<file path="src/rtl/vram_arbiter_if.sv">
// Bus bundle for vram_arbiter: video and CPU request ports, the shared RAM port
// and the statistics outputs. master = arbiter side, slave = requesters/RAM side.
interface vram_arbiter_if;
   logic        vid_req_i;
   logic [15:0] vid_addr_i;
   logic        vid_ack_o;
   logic        vid_valid_o;
   logic [7:0]  vid_data_o;

   logic        cpu_req_i;
   logic        cpu_we_i;
   logic [15:0] cpu_addr_i;
   logic [7:0]  cpu_din_i;
   logic        cpu_ack_o;
   logic        cpu_valid_o;
   logic [7:0]  cpu_dout_o;

   logic        ram_en_o;
   logic        ram_we_o;
   logic [15:0] ram_addr_o;
   logic [7:0]  ram_din_o;
   logic [7:0]  ram_dout_i;

   logic [15:0] stat_conflicts_o;
   logic [15:0] stat_forced_o;

   modport master (
      input  vid_req_i, vid_addr_i,
      output vid_ack_o, vid_valid_o, vid_data_o,
      input  cpu_req_i, cpu_we_i, cpu_addr_i, cpu_din_i,
      output cpu_ack_o, cpu_valid_o, cpu_dout_o,
      output ram_en_o, ram_we_o, ram_addr_o, ram_din_o,
      input  ram_dout_i,
      output stat_conflicts_o, stat_forced_o
   );

   modport slave (
      output vid_req_i, vid_addr_i,
      input  vid_ack_o, vid_valid_o, vid_data_o,
      output cpu_req_i, cpu_we_i, cpu_addr_i, cpu_din_i,
      input  cpu_ack_o, cpu_valid_o, cpu_dout_o,
      input  ram_en_o, ram_we_o, ram_addr_o, ram_din_o,
      output ram_dout_i,
      input  stat_conflicts_o, stat_forced_o
   );
endinterface

</file>
<file path="src/rtl/vram_arbiter.sv">
// Single-port video-RAM arbiter: video wins conflicts by default, a wait counter
// forces a CPU grant after CPU_MAX_WAIT lost conflicts. Macro VRAM_ARB_STATS_EN adds counters.
module vram_arbiter #(
   parameter int CPU_MAX_WAIT = 4,
   parameter int WAIT_W       = 4
) (
   input  logic           clk_i,
   input  logic           rst_n_i,
   vram_arbiter_if.master bus
);
   localparam logic [1:0] ST_IDLE = 2'd0;
   localparam logic [1:0] ST_VID  = 2'd1;
   localparam logic [1:0] ST_CPU  = 2'd2;

   localparam logic [WAIT_W-1:0] WAIT_LIMIT = WAIT_W'(CPU_MAX_WAIT);
   localparam logic [WAIT_W-1:0] WAIT_SAT   = {WAIT_W{1'b1}};

   logic [1:0]        state_q;
   logic [1:0]        state_d;
   logic [WAIT_W-1:0] wait_q;
   logic [WAIT_W-1:0] wait_d;

   logic              vid_elig_s;
   logic              cpu_elig_s;
   logic              conflict_s;
   logic              cpu_turn_s;
   logic              cpu_wr_s;
   logic              rd_grant_s;

   logic              ram_en_q;
   logic              ram_we_q;
   logic [15:0]       ram_addr_q;
   logic [15:0]       ram_addr_d;
   logic [7:0]        ram_din_q;
   logic [7:0]        ram_din_d;

   logic              tag1_vld_q;
   logic              tag1_cpu_q;
   logic              tag2_vld_q;
   logic              tag2_cpu_q;

   logic              vid_valid_q;
   logic [7:0]        vid_data_q;
   logic              cpu_valid_q;
   logic [7:0]        cpu_dout_q;

   // An ACK high this cycle masks the same requester, so a held REQ is not re-granted.
   always_comb begin
      vid_elig_s = bus.vid_req_i && (state_q != ST_VID);
      cpu_elig_s = bus.cpu_req_i && (state_q != ST_CPU);
      conflict_s = vid_elig_s && cpu_elig_s;
      cpu_turn_s = (wait_q >= WAIT_LIMIT);
      state_d    = ST_IDLE;
      if (conflict_s) begin
         state_d = cpu_turn_s ? ST_CPU : ST_VID;
      end else if (vid_elig_s) begin
         state_d = ST_VID;
      end else if (cpu_elig_s) begin
         state_d = ST_CPU;
      end else begin
         state_d = ST_IDLE;
      end
   end

   always_comb begin
      wait_d = wait_q;
      if (state_d == ST_CPU) begin
         wait_d = {WAIT_W{1'b0}};
      end else if (conflict_s && (wait_q != WAIT_SAT)) begin
         wait_d = wait_q + WAIT_W'(1);
      end else begin
         wait_d = wait_q;
      end
   end

   always_comb begin
      cpu_wr_s   = (state_d == ST_CPU) && bus.cpu_we_i;
      rd_grant_s = (state_d != ST_IDLE) && !cpu_wr_s;
      ram_addr_d = ram_addr_q;
      ram_din_d  = ram_din_q;
      case (state_d)
         ST_VID: begin
            ram_addr_d = bus.vid_addr_i;
         end
         ST_CPU: begin
            ram_addr_d = bus.cpu_addr_i;
            if (bus.cpu_we_i) begin
               ram_din_d = bus.cpu_din_i;
            end else begin
               ram_din_d = ram_din_q;
            end
         end
         default: begin
            ram_addr_d = ram_addr_q;
         end
      endcase
   end

   always_ff @(posedge clk_i or negedge rst_n_i) begin
      if (!rst_n_i) begin
         state_q <= ST_IDLE;
         wait_q  <= {WAIT_W{1'b0}};
      end else begin
         state_q <= state_d;
         wait_q  <= wait_d;
      end
   end

   always_ff @(posedge clk_i or negedge rst_n_i) begin
      if (!rst_n_i) begin
         ram_en_q   <= 1'b0;
         ram_we_q   <= 1'b0;
         ram_addr_q <= 16'h0000;
         ram_din_q  <= 8'h00;
      end else begin
         ram_en_q   <= (state_d != ST_IDLE);
         ram_we_q   <= cpu_wr_s;
         ram_addr_q <= ram_addr_d;
         ram_din_q  <= ram_din_d;
      end
   end

   // Tag stage 1 lines up with the RAM_EN cycle, stage 2 with the RAM data cycle.
   always_ff @(posedge clk_i or negedge rst_n_i) begin
      if (!rst_n_i) begin
         tag1_vld_q <= 1'b0;
         tag1_cpu_q <= 1'b0;
         tag2_vld_q <= 1'b0;
         tag2_cpu_q <= 1'b0;
      end else begin
         tag1_vld_q <= rd_grant_s;
         tag1_cpu_q <= (state_d == ST_CPU);
         tag2_vld_q <= tag1_vld_q;
         tag2_cpu_q <= tag1_cpu_q;
      end
   end

   always_ff @(posedge clk_i or negedge rst_n_i) begin
      if (!rst_n_i) begin
         vid_valid_q <= 1'b0;
         vid_data_q  <= 8'h00;
         cpu_valid_q <= 1'b0;
         cpu_dout_q  <= 8'h00;
      end else begin
         vid_valid_q <= tag2_vld_q && !tag2_cpu_q;
         cpu_valid_q <= tag2_vld_q && tag2_cpu_q;
         if (tag2_vld_q && !tag2_cpu_q) begin
            vid_data_q <= bus.ram_dout_i;
         end else begin
            vid_data_q <= vid_data_q;
         end
         if (tag2_vld_q && tag2_cpu_q) begin
            cpu_dout_q <= bus.ram_dout_i;
         end else begin
            cpu_dout_q <= cpu_dout_q;
         end
      end
   end

`ifdef VRAM_ARB_STATS_EN
   logic [15:0] stat_conf_q;
   logic [15:0] stat_forced_q;

   always_ff @(posedge clk_i or negedge rst_n_i) begin
      if (!rst_n_i) begin
         stat_conf_q   <= 16'h0000;
         stat_forced_q <= 16'h0000;
      end else begin
         if (conflict_s && (stat_conf_q != 16'hFFFF)) begin
            stat_conf_q <= stat_conf_q + 16'd1;
         end else begin
            stat_conf_q <= stat_conf_q;
         end
         if (conflict_s && cpu_turn_s && (stat_forced_q != 16'hFFFF)) begin
            stat_forced_q <= stat_forced_q + 16'd1;
         end else begin
            stat_forced_q <= stat_forced_q;
         end
      end
   end

   assign bus.stat_conflicts_o = stat_conf_q;
   assign bus.stat_forced_o    = stat_forced_q;
`else
   assign bus.stat_conflicts_o = 16'h0000;
   assign bus.stat_forced_o    = 16'h0000;
`endif

   assign bus.vid_ack_o   = (state_q == ST_VID);
   assign bus.cpu_ack_o   = (state_q == ST_CPU);
   assign bus.ram_en_o    = ram_en_q;
   assign bus.ram_we_o    = ram_we_q;
   assign bus.ram_addr_o  = ram_addr_q;
   assign bus.ram_din_o   = ram_din_q;
   assign bus.vid_valid_o = vid_valid_q;
   assign bus.vid_data_o  = vid_data_q;
   assign bus.cpu_valid_o = cpu_valid_q;
   assign bus.cpu_dout_o  = cpu_dout_q;
endmodule

</file>
<file path="src/flat_wrapper.sv">
// flat-port wrapper written by rule: the top's interface ports become plain ports
module vram_arbiter_flat 
#(
   parameter int CPU_MAX_WAIT = 4,
   parameter int WAIT_W       = 4
)
  (clk_i, rst_n_i, bus_vid_req_i, bus_vid_addr_i, bus_vid_ack_o, bus_vid_valid_o, bus_vid_data_o, bus_cpu_req_i, bus_cpu_we_i, bus_cpu_addr_i, bus_cpu_din_i, bus_cpu_ack_o, bus_cpu_valid_o, bus_cpu_dout_o, bus_ram_en_o, bus_ram_we_o, bus_ram_addr_o, bus_ram_din_o, bus_ram_dout_i, bus_stat_conflicts_o, bus_stat_forced_o);
  vram_arbiter_if bus_i ();
  input  logic clk_i;
  input  logic rst_n_i;
  input wire logic [$bits(bus_i.vid_req_i)-1:0] bus_vid_req_i;
  input wire logic [$bits(bus_i.vid_addr_i)-1:0] bus_vid_addr_i;
  output wire logic [$bits(bus_i.vid_ack_o)-1:0] bus_vid_ack_o;
  output wire logic [$bits(bus_i.vid_valid_o)-1:0] bus_vid_valid_o;
  output wire logic [$bits(bus_i.vid_data_o)-1:0] bus_vid_data_o;
  input wire logic [$bits(bus_i.cpu_req_i)-1:0] bus_cpu_req_i;
  input wire logic [$bits(bus_i.cpu_we_i)-1:0] bus_cpu_we_i;
  input wire logic [$bits(bus_i.cpu_addr_i)-1:0] bus_cpu_addr_i;
  input wire logic [$bits(bus_i.cpu_din_i)-1:0] bus_cpu_din_i;
  output wire logic [$bits(bus_i.cpu_ack_o)-1:0] bus_cpu_ack_o;
  output wire logic [$bits(bus_i.cpu_valid_o)-1:0] bus_cpu_valid_o;
  output wire logic [$bits(bus_i.cpu_dout_o)-1:0] bus_cpu_dout_o;
  output wire logic [$bits(bus_i.ram_en_o)-1:0] bus_ram_en_o;
  output wire logic [$bits(bus_i.ram_we_o)-1:0] bus_ram_we_o;
  output wire logic [$bits(bus_i.ram_addr_o)-1:0] bus_ram_addr_o;
  output wire logic [$bits(bus_i.ram_din_o)-1:0] bus_ram_din_o;
  input wire logic [$bits(bus_i.ram_dout_i)-1:0] bus_ram_dout_i;
  output wire logic [$bits(bus_i.stat_conflicts_o)-1:0] bus_stat_conflicts_o;
  output wire logic [$bits(bus_i.stat_forced_o)-1:0] bus_stat_forced_o;
  assign bus_i.vid_req_i = bus_vid_req_i;
  assign bus_i.vid_addr_i = bus_vid_addr_i;
  assign bus_vid_ack_o = bus_i.vid_ack_o;
  assign bus_vid_valid_o = bus_i.vid_valid_o;
  assign bus_vid_data_o = bus_i.vid_data_o;
  assign bus_i.cpu_req_i = bus_cpu_req_i;
  assign bus_i.cpu_we_i = bus_cpu_we_i;
  assign bus_i.cpu_addr_i = bus_cpu_addr_i;
  assign bus_i.cpu_din_i = bus_cpu_din_i;
  assign bus_cpu_ack_o = bus_i.cpu_ack_o;
  assign bus_cpu_valid_o = bus_i.cpu_valid_o;
  assign bus_cpu_dout_o = bus_i.cpu_dout_o;
  assign bus_ram_en_o = bus_i.ram_en_o;
  assign bus_ram_we_o = bus_i.ram_we_o;
  assign bus_ram_addr_o = bus_i.ram_addr_o;
  assign bus_ram_din_o = bus_i.ram_din_o;
  assign bus_i.ram_dout_i = bus_ram_dout_i;
  assign bus_stat_conflicts_o = bus_i.stat_conflicts_o;
  assign bus_stat_forced_o = bus_i.stat_forced_o;
  vram_arbiter #(.CPU_MAX_WAIT(CPU_MAX_WAIT), .WAIT_W(WAIT_W)) u_core (.clk_i(clk_i), .rst_n_i(rst_n_i), .bus(bus_i));
endmodule
</file>
<file path="config.mk">
export PLATFORM = sky130hd
export DESIGN_NAME = vram_arbiter_flat
export DESIGN_NICKNAME = d
export VERILOG_FILES = /design/src/rtl/vram_arbiter_if.sv /design/src/rtl/vram_arbiter.sv /design/src/flat_wrapper.sv
export SDC_FILE = /design/constraint.sdc
export NUM_CORES = 1
export LEC_CHECK = 0
export ABC_AREA = 1
export BUFFER_PORTS_ARGS = -buffer_cell sky130_fd_sc_hd__buf_2
export CORE_MARGIN = 5
export CORE_UTILIZATION = 40
export DETAILED_ROUTE_END_ITERATION = 8
export PLACE_DENSITY = 0.73
export RECOVER_POWER = 25
export SYNTH_ARGS = -nofsm -noshare
export SYNTH_HDL_FRONTEND = slang
export SYNTH_SLANG_ARGS = --single-unit
</file>
<file path="constraint.sdc">
create_clock -name clk_i -period 1.1 [get_ports clk_i]
set_input_delay 0.055 -clock clk_i [delete_from_list [all_inputs] [get_ports clk_i]]
set_output_delay 0.055 -clock clk_i [all_outputs]
set_load 0.03 [all_outputs]
</file>
==> results.md, run 1 <==
* Status: finished with violations
* Violated checks: setup timing
* Fin cells at 498
* F_max at 0.793 GHz
* Post-synth top area share at 54.8%
* Final RePlAce weighted congestion at 0.778
* Setup TNS at -4.33 ns
* Worst IR Drop VDD at 1.08 mV
* Area leader, netlist: dfrtp_1
* Fillers at 455
* GRT Residual Overflow at 0
* Synth Area in Compound Gates at 4.52%
* Final min period at 1.26 ns
* Clk Tree Root Cell: clkbuf_8
* Hold Startpoint: bus_vid_addr_i[9]
* Place WS at -0.164 ns
* Chip height at 88.5 um
* Max FO, Critical Path at 8
* FF-to-FF Start: u_core.state_q[1]
* Top cells by count, synth: nand2_1, dfrtp_1, nand3_1, buf_4, inv_1
* Asr flop ratio synth at 100%
* Global-route wire length before repair at 11600 um
* Global Route Usage Sum at 19.6%
* Max Root-Sink Buffers at 2
* EDFF count, synth at 0
* Yosys cell types at 20
* Pleak at 0.00209 uW
* RSZ-0062 raised after global routing: true
* Top_reg_cell synth: dfrtp_1
* Count leader, synth: nand2_1
* Slew @ Worst Pin at 0.710 ns
* DR WL/cell at 15.1 um
* Share of cells above drive strength 1 at 46.4%
* Final Hold Viols at 0
* Slew Limit Fails at 0
* Seq cells post-synth at 54
* Worst hold margin at 0.0120 ns
* Router iterations before antenna repair at 5
* Placeable Area at 0.00596 mm2
* CP most frequent cell: buf_12
* Yosys warnings at 0
* Multiplexer share of the synthesized area at 0%
* CP Capture Type: flip-flop
* Data required, critical path at 1.33 ns
* Final period util at 115%
* Die W at 88.5 um
* Crit Path Class: flip-flop to flip-flop
* DRC at 0
* Max-cap violation count at 0
* Seq/Total Area, Yosys at 54.8%
* Synthesized area per cell at 9.34 um2
* # IOs at 131
* TritonCTS clock tree: yes
* Simple-Gate Fraction of Synth Area at 23.5%
* Number of buffers created by CTS at 5
* Via/cell ratio at 4.75
* CP arrival at 1.49 ns
* Family with the most delay on the worst path: flip-flops
* DRT iter0 DRCs at 85
* CTS sink cnt at 54
* WL final at 7510 um
* Antenna violations before repair at 0
* Area contributors post-synth: dfrtp_1, nand3_1, buf_4, nand2_1, o21ai_0
* Final worst slack at -0.161 ns
* # setup viols final at 35
* Row count at 28
* Crit-path cells: a21boi_4 > buf_12 > buf_6 > buf_12 > nand3_2 > o21ai_1
* Pin count of the biggest net entering global routing at 55
* CP Launch Type: flip-flop
* Rel. slew slack at 52.7%
* Sequential Area at 0.00135 mm2
* Buf/Inv on CP at 3
* CP startpoint: u_core.state_q[1]
* Multi-input gate area at 0.00114 mm2
* Vias post-DR at 2364
* Worst path slowest cell: dfrtp_2
* Largest family of logic cells by synthesized area: simple AND/OR/NAND/NOR gates
* Max incr delay on CP at 0.45 ns
* Vias in the first global route at 2373
* Synth Area in XOR/XNOR at 0.355%
* Syn Std Cell Area at 0.00247 mm2
* Reg clk slew, reported paths at 0.09 ns
* # H-tree levels at 2
* Clock Skew at 0.0131 ns
* Power per cell area at 2180 mW/mm2
* Die ar. at 0.00784 mm2
* Port bufs at 98
* Hold Crit Class: input pin to flip-flop
* Synth-to-Final Area Change at 58.2%
* Nets@finish at 475
* DP HPWL at 4250 um
* Synth Instances at 264
* Clk Latency, worst-skew pair at 0.31 ns
* Placed cells at 438
* Initial Utilization at 41.4%
* Post-Synth Adder-Cell Area at 0.507%
* Pwr Total at 8510 uW
* Antenna viol nets, final at 0
-- metal layers --
metal,vias up,part of all wire [%],global-route usage [%]
met5,-,0,0
met4,0,3.1,8.93
met3,25,8.7,5.59
met2,134,51,33.9
met1,1106,37,22.5
li1,1099,-,-
-- worst paths after layout --
path,slack (ns),cells past startpoint,endpoint
min in group asynchronous,0.46,3,u_core.bus.ram_addr_o[0]
max in group asynchronous,0.16,3,u_core.state_q[1]
min reg2reg,0.36,0,u_core.tag2_cpu_q
max,-0.16,6,u_core.wait_q[0]
min,0.01,3,u_core.bus.ram_addr_o[9]
max reg2reg,-0.16,6,u_core.wait_q[0]
-- worst reg2reg max path: stages, from the launching register on --
cell and delay [ns]:
dfrtp_2 0.45, a21boi_4 0.18, buf_12 0.16, buf_6 0.11, buf_12 0.12, nand3_2 0.07
o21ai_1 0.09
-- cells in the final DEF, fill, tap and decap left out, types with 6 or more instances in the layout --
cell type	Yosys	final
conb_1	1	32
clkbuf_8	0	6
inv_1	20	13
dlygate4sd3_1	0	32
dfrtp_1	54	53
nand2_2	3	9
buf_2	3	96
nand3_1	51	19
inv_2	1	7
nand2_1	63	54
buf_6	4	12
o21ai_0	17	15
buf_4	32	9
nand3_2	0	31
-- cell type report --
cell class / count / area share (%)
inverters: 23 / 2.60
multi-input cells: 181 / 29.2
diodes: 1 / 0.0641
repair inverters: 1 / 0.160
clock inverters: 1 / 0.128
clock buffers: 7 / 2.21
well taps: 75 / 2.41
flip-flops and latches: 54 / 34.7
repair buffers: 155 / 28.5
-- where the power goes --
part | internal (uW) | switching, uW
sequential | 2670 | 397
combinational | 1430 | 2870
clock | 510 | 631
-- through the flow --
step | utilization (%) | cell area (um2)
global placement | 49.9 | 2970
CTS | 63.4 | 3770
detailed placement | 49.9 | 2970
global route | 65.5 | 3900
finish | 65.5 | 3900
floorplan | - | 2600
-- flip-flops by register name (all words and copies together), names as in the netlist --
register                count
u_core.bus.cpu_dout_o       8
u_core.bus.cpu_valid_o      1
u_core.bus.ram_addr_o      16
u_core.bus.ram_din_o        8
u_core.bus.ram_en_o         1
u_core.bus.ram_we_o         1
u_core.bus.vid_data_o       8
u_core.bus.vid_valid_o      1
u_core.state_q              2
u_core.tag1_cpu_q           1
u_core.tag1_vld_q           1
u_core.tag2_cpu_q           1
u_core.tag2_vld_q           1
u_core.wait_q               4
-- cell families (layout without fill, tap and decap cells) --
| logic type | after synthesis | after routing |
|---|---|---|
| AND/OR/NAND/NOR | 124 | 128 |
| flip-flops | 54 | 54 |
| XOR/XNOR | 1 | 1 |
| adder cells (fa/ha/maj) | 1 | 1 |
| other | 1 | 33 |
| AO/OA/AOI/OAI | 19 | 19 |
| buffers and inverters | 64 | 187 |
-- repair_timing --
item	in CTS	in global routing
pin swaps	20	5
setup endpoints to repair	34	44
setup buffers	6	7
hold endpoints to repair	78	0
hold buffers	32	0
cloned	5	1
gates resized for setup	59	24
No activity file was read; power rests on OpenSTA's default activity.
==> inputs of run 2 (changes only) <==
--- a/config.mk
+++ b/config.mk
@@ -11,7 +11,8 @@
 export CORE_UTILIZATION = 40
 export DETAILED_ROUTE_END_ITERATION = 8
 export PLACE_DENSITY = 0.73
-export RECOVER_POWER = 25
+export RECOVER_POWER = 50
 export SYNTH_ARGS = -nofsm -noshare
 export SYNTH_HDL_FRONTEND = slang
 export SYNTH_SLANG_ARGS = --single-unit
+export TNS_END_PERCENT = 50
==> run 2 against run 1 <==
Net effect:
- the run still ends with setup timing left
- count of clock-buffer cells in the layout stayed put
- core utilization is 4.1 points lower
- clock power is 13% higher
- die area stayed put
- largest cell class unchanged
- highest routed layer unchanged
==> results.md, run 2 (synthesized netlist as in run 1, its figures left out) <==
* Rel. slew slack at 54.7%
* Pwr Total at 8200 uW
* Hold Crit Class: input pin to flip-flop
* Max-cap violation count at 0
* Share of cells above drive strength 1 at 37.6%
* CTS sink cnt at 54
* Pleak at 0.00201 uW
* WL final at 6980 um
* # H-tree levels at 2
* F_max at 0.812 GHz
* Nets@finish at 470
* Slew @ Worst Pin at 0.680 ns
* Number of buffers created by CTS at 5
* Initial Utilization at 41.4%
* Global-route wire length before repair at 11200 um
* Commonest non-fill, non-tap cell in the layout: buf_2
* Global Route Usage Sum at 18.6%
* Reg clk slew, reported paths at 0.09 ns
* Router iterations before antenna repair at 5
* Max incr delay on CP at 0.46 ns
* Placed cells at 440
* Port bufs at 98
* Crit Path Class: flip-flop to flip-flop
* Row count at 28
* Vias post-DR at 2282
* Slew Limit Fails at 0
* DP HPWL at 4310 um
* TritonCTS clock tree: yes
* DR WL/cell at 14.2 um
* RSZ-0062 raised after global routing: true
* DRT iter0 DRCs at 86
* Family with the most delay on the worst path: simple AND/OR/NAND/NOR gates
* Final period util at 112%
* CP Capture Type: flip-flop
* Max Root-Sink Buffers at 2
* Final RePlAce weighted congestion at 0.741
* Worst path slowest cell: dfrtp_2
* Status: finished with violations
* Fillers at 504
* N_diodes at 0
* Violated checks: setup timing
* Die W at 88.5 um
* Clk Latency, worst-skew pair at 0.30 ns
* Placeable Area at 0.00596 mm2
* Data required, critical path at 1.34 ns
* Synth-to-Final Area Change at 48.4%
* Via/cell ratio at 4.64
* Final Hold Viols at 0
* Fin cells at 492
* CP Launch Type: flip-flop
* Die ar. at 0.00784 mm2
* Crit-path cells: inv_2 > nand2_4 > nand3_4 > nand3_4 > inv_6 > nand2_1 > nand2_1
* Pin count of the biggest net entering global routing at 55
* Worst hold margin at 0.00912 ns
* Vias in the first global route at 2373
* Clock Skew at 0.00400 ns
* # IOs at 131
* Antenna viol nets, final at 0
* Chip height at 88.5 um
* Clk Tree Root Cell: clkbuf_8
* Power per cell area at 2240 mW/mm2
* GRT Residual Overflow at 0
* Final min period at 1.23 ns
* DRC at 0
* Max reg flops at 16
* Max FO, Critical Path at 6
* Buf/Inv on CP at 2
* Final worst slack at -0.132 ns
* CP arrival at 1.47 ns
* # setup viols final at 34
* Antenna violations before repair at 0
* Commonest cells after routing, fill and taps aside: buf_2, nand2_1, dfrtp_1
* Worst IR Drop VDD at 1.01 mV
run 2: changes by cell type in the layout (fill, tap and decap cells not counted), sizes merged:
cell         before  now
diode             1    0
nand2            71   69
dlygate4sd3      32   37
clkinv            1    0
bufinv            0    1
buf             122  114
run 2: final timing paths:
kind                                        endpoint                from  cells past startpoint  slack, ns
hold reg to reg                    u_core.tag2_cpu_q   u_core.tag1_cpu_q                      0       0.35
min in group asynchronous   u_core.bus.ram_addr_o[3]             rst_n_i                      3       0.41
hold / removal             u_core.bus.ram_addr_o[11]  bus_vid_addr_i[11]                      3      0.009
setup / recovery             u_core.bus.ram_din_o[2]   u_core.state_q[1]                      7      -0.13
setup reg to reg             u_core.bus.ram_din_o[2]   u_core.state_q[1]                      7      -0.13
max in group asynchronous          u_core.state_q[1]             rst_n_i                      3       0.21
run 2: routing by layer:
| metal | global-route usage [%] | vias up | routed length (um) |
|---|---|---|---|
| li1 | - | 1083 | - |
| met1 | 21.2 | 1082 | 2530 |
| met2 | 34.6 | 101 | 3770 |
| met3 | 3.91 | 16 | 499 |
| met4 | 6.04 | 0 | 172 |
| met5 | 0 | - | 0 |
run 2: final cells by class:
cell class | instances | area [um2] | area share, %
clock inverter | 1 | 30.0 | 0.821
clock buffer | 7 | 76.3 | 2.09
multi-input combinational | 179 | 957 | 26.2
timing repair inverter | 1 | 6.26 | 0.171
tap | 75 | 93.8 | 2.56
timing repair buffer | 152 | 1050 | 28.7
inverter | 23 | 93.8 | 2.56
sequential | 54 | 1350 | 37.0
run 2: timing repair:
action                                 4_1_cts  5_1_grt
gates resized for setup                     28        8
setup endpoints to repair                   33       44
pin swaps                                    7        2
buffers inserted                             4        0
cloned                                       2        1
endpoints found under the hold margin       76        2
hold buffers                                35        2
run 2: tightest hold or removal path: stages:
cell and delay [ns]:
buf_2 0.07, nand3_1 0.07, nand3_1 0.08
run 2: power by group:
group / switching [uW] / internal, uW / leakage [uW]
sequential: 389 / 2670 / 0.000662
combinational: 2630 / 1220 / 0.00129
clock: 606 / 682 / 0.0000524
total: 3630 / 4570 / 0.00201
run 2: metrics by stage:
stage | utilization (%) | setup TNS (ns) | area, um2 | setup WS, ns
6_report | 61.4 | -3.24 | 3660 | -0.132
5_1_grt | 61.4 | -6.56 | 3660 | -0.232
4_1_cts | 61.0 | -3.19 | 3630 | -0.137
3_5_place_dp | 50.5 | -3.56 | 3010 | -0.142
3_3_place_gp | 50.5 | -2.00 | 3010 | -0.0911
2_1_floorplan | - | -0.439 | 2600 | -0.0394
==> inputs of run 3 (changes only) <==
--- a/config.mk
+++ b/config.mk
@@ -7,10 +7,12 @@
 export LEC_CHECK = 0
 export ABC_AREA = 1
 export BUFFER_PORTS_ARGS = -buffer_cell sky130_fd_sc_hd__buf_2
+export CELL_PAD_IN_SITES_DETAIL_PLACEMENT = 1
+export CELL_PAD_IN_SITES_GLOBAL_PLACEMENT = 1
 export CORE_MARGIN = 5
-export CORE_UTILIZATION = 40
+export CORE_UTILIZATION = 29
 export DETAILED_ROUTE_END_ITERATION = 8
-export PLACE_DENSITY = 0.73
+export PLACE_DENSITY = 0.74
 export RECOVER_POWER = 50
 export SYNTH_ARGS = -nofsm -noshare
 export SYNTH_HDL_FRONTEND = slang
==> run 3 against run 2 <==
Net effect:
- the run still ends with setup timing left
- core utilization is 17 points lower
- register-to-register slack worse by 0.09 ns
- combinational power is 2% higher
- via count is 2.3% lower
- largest power group unchanged
- highest routed layer unchanged
==> results.md, run 3 (synthesized netlist as in run 1, its figures left out) <==
* Vias in the first global route at 2393
* Share of cells above drive strength 1 at 40.9%
* Via/cell ratio at 4.32
* Placeable Area at 0.00826 mm2
* Clock Skew at 0.00386 ns
* Final worst slack at -0.224 ns
* Pleak at 0.00199 uW
* Final Hold Viols at 0
* Worst hold margin at 0.000376 ns
* CP arrival at 1.53 ns
* # IOs at 131
* Commonest non-fill, non-tap cell in the layout: buf_2
* Nets@finish at 464
* CP Launch Type: flip-flop
* Antenna violations before repair at 0
* Port bufs at 98
* Hold Crit Class: input pin to flip-flop
* Synth-to-Final Area Change at 48.7%
* Vias post-DR at 2229
* DP HPWL at 5210 um
* Clk Tree Root Cell: clkbuf_8
* F_max at 0.755 GHz
* Clk Latency, worst-skew pair at 0.31 ns
* Max Root-Sink Buffers at 2
* Status: finished with violations
* Antenna viol nets, final at 0
* Max reg flops at 16
* Row count at 33
* Initial Utilization at 29.9%
* Worst IR Drop VDD at 0.880 mV
* Chip height at 102 um
* # setup viols final at 35
* DRT iter0 DRCs at 38
* Data required, critical path at 1.31 ns
* WL final at 7800 um
* Max-cap violation count at 0
* Pin count of the biggest net entering global routing at 23
* Reg clk slew, reported paths at 0.10 ns
* DR WL/cell at 15.1 um
* Worst path slowest cell: dfrtp_1
* Crit Path Class: flip-flop to flip-flop
* # H-tree levels at 2
* GRT Residual Overflow at 0
* Power per cell area at 2270 mW/mm2
* Global Route Usage Sum at 14.5%
* Router iterations before antenna repair at 4
* TritonCTS clock tree: yes
* Number of buffers created by CTS at 5
* CP Capture Type: flip-flop
* CTS sink cnt at 54
* Slew Limit Fails at 0
* RSZ-0062 raised after global routing: true
* Die ar. at 0.0104 mm2
* N_diodes at 0
* Commonest cells after routing, fill and taps aside: buf_2, dfrtp_1, nand2_1
* Crit-path cells: buf_6 > a21boi_4 > buf_12 > nand3_4 > nand2_1 > nand2_2
* Final period util at 120%
* Final Core Density at 44.4%
* DRC at 0
* Final min period at 1.32 ns
* Global-route wire length before repair at 11800 um
* Final RePlAce weighted congestion at 0.771
* Violated checks: setup timing
* Max FO, Critical Path at 6
* Die W at 102 um
* Max incr delay on CP at 0.42 ns
[run 3: changes by cell type in the layout (fill, tap and decap cells not counted), moves of 3 or more]
cell           delta
nand2_1          -13
nand3_1           +3
nand3_2           -4
dlygate4sd3_1     -6
buf_6             -4
nand2_2          +13
[run 3: metal layers]
| layer | GRT usage (%) | part of all wire [%] | up-vias |
|---|---|---|---|
| li1 | - | - | 1072 |
| met3 | 2.59 | 5.6 | 8 |
| met4 | 3.63 | 0.83 | 0 |
| met5 | 0 | 0 | - |
| met1 | 17.6 | 40 | 1077 |
| met2 | 26.5 | 54 | 72 |
[run 3: layout make-up]
cell class                      instances  area [um2]
Clock buffer                            5        68.8
Timing Repair Buffer                  146         987
Inverter                               23        98.8
Multi-Input combinational cell        179         982
Tap cell                              105         131
Timing Repair inverter                  1        6.26
Clock inverter                          3        40.0
Fill cell                             999        4590
Sequential cell                        54        1350
[run 3: what timing repair did]
action	CTS	global route
hold buffers	30	1
endpoints found under the hold margin	54	1
setup buffers	3	2
resized for setup	15	30
endpoints found under the setup margin	41	41
cloned	2	1
pin swaps	3	1
[run 3: path summary, 6_finish.rpt]
path	cells after the start	end	slack [ns]	start
setup reg to reg	6	u_core.bus.ram_din_o[7]	-0.22	u_core.state_q[1]
hold / removal	3	u_core.bus.ram_addr_o[7]	0.0004	bus_cpu_addr_i[7]
min in group asynchronous	2	u_core.bus.ram_en_o	0.20	rst_n_i
setup / recovery	6	u_core.bus.ram_din_o[7]	-0.22	u_core.state_q[1]
hold reg to reg	0	u_core.tag2_vld_q	0.36	u_core.tag1_vld_q
max in group asynchronous	3	u_core.bus.vid_data_o[4]	0.20	rst_n_i
[run 3: stage by stage]
step | cells | area (um2) | worst slack, ns | TNS [ns] | power, uW
2_1_floorplan | 295 | 2600 | -0.0394 | -0.439 | 5520
3_3_place_gp | 471 | 3070 | -0.114 | -2.25 | 6600
3_5_place_dp | 471 | 3070 | -0.135 | -3.25 | 6690
4_1_cts | 514 | 3570 | -0.191 | -5.23 | 8280
5_1_grt | 516 | 3670 | -0.301 | -7.71 | 8850
6_report | 516 | 3670 | -0.224 | -5.24 | 8330
[run 3: worst max-delay path, delay by kind of cell, from the launching register on]
| family | cells | cell delay, ns |
|---|---|---|
| AO/OA/AOI/OAI | 1 | 0.17 |
| buffers and inverters | 2 | 0.29 |
| flip-flops | 1 | 0.42 |
| AND/OR/NAND/NOR | 3 | 0.34 |
[run 3: report_power, final]
part | internal [uW] | switching, uW
clock | 671 | 662
combinational | 1240 | 2700
sequential | 2670 | 384
total | 4580 | 3750
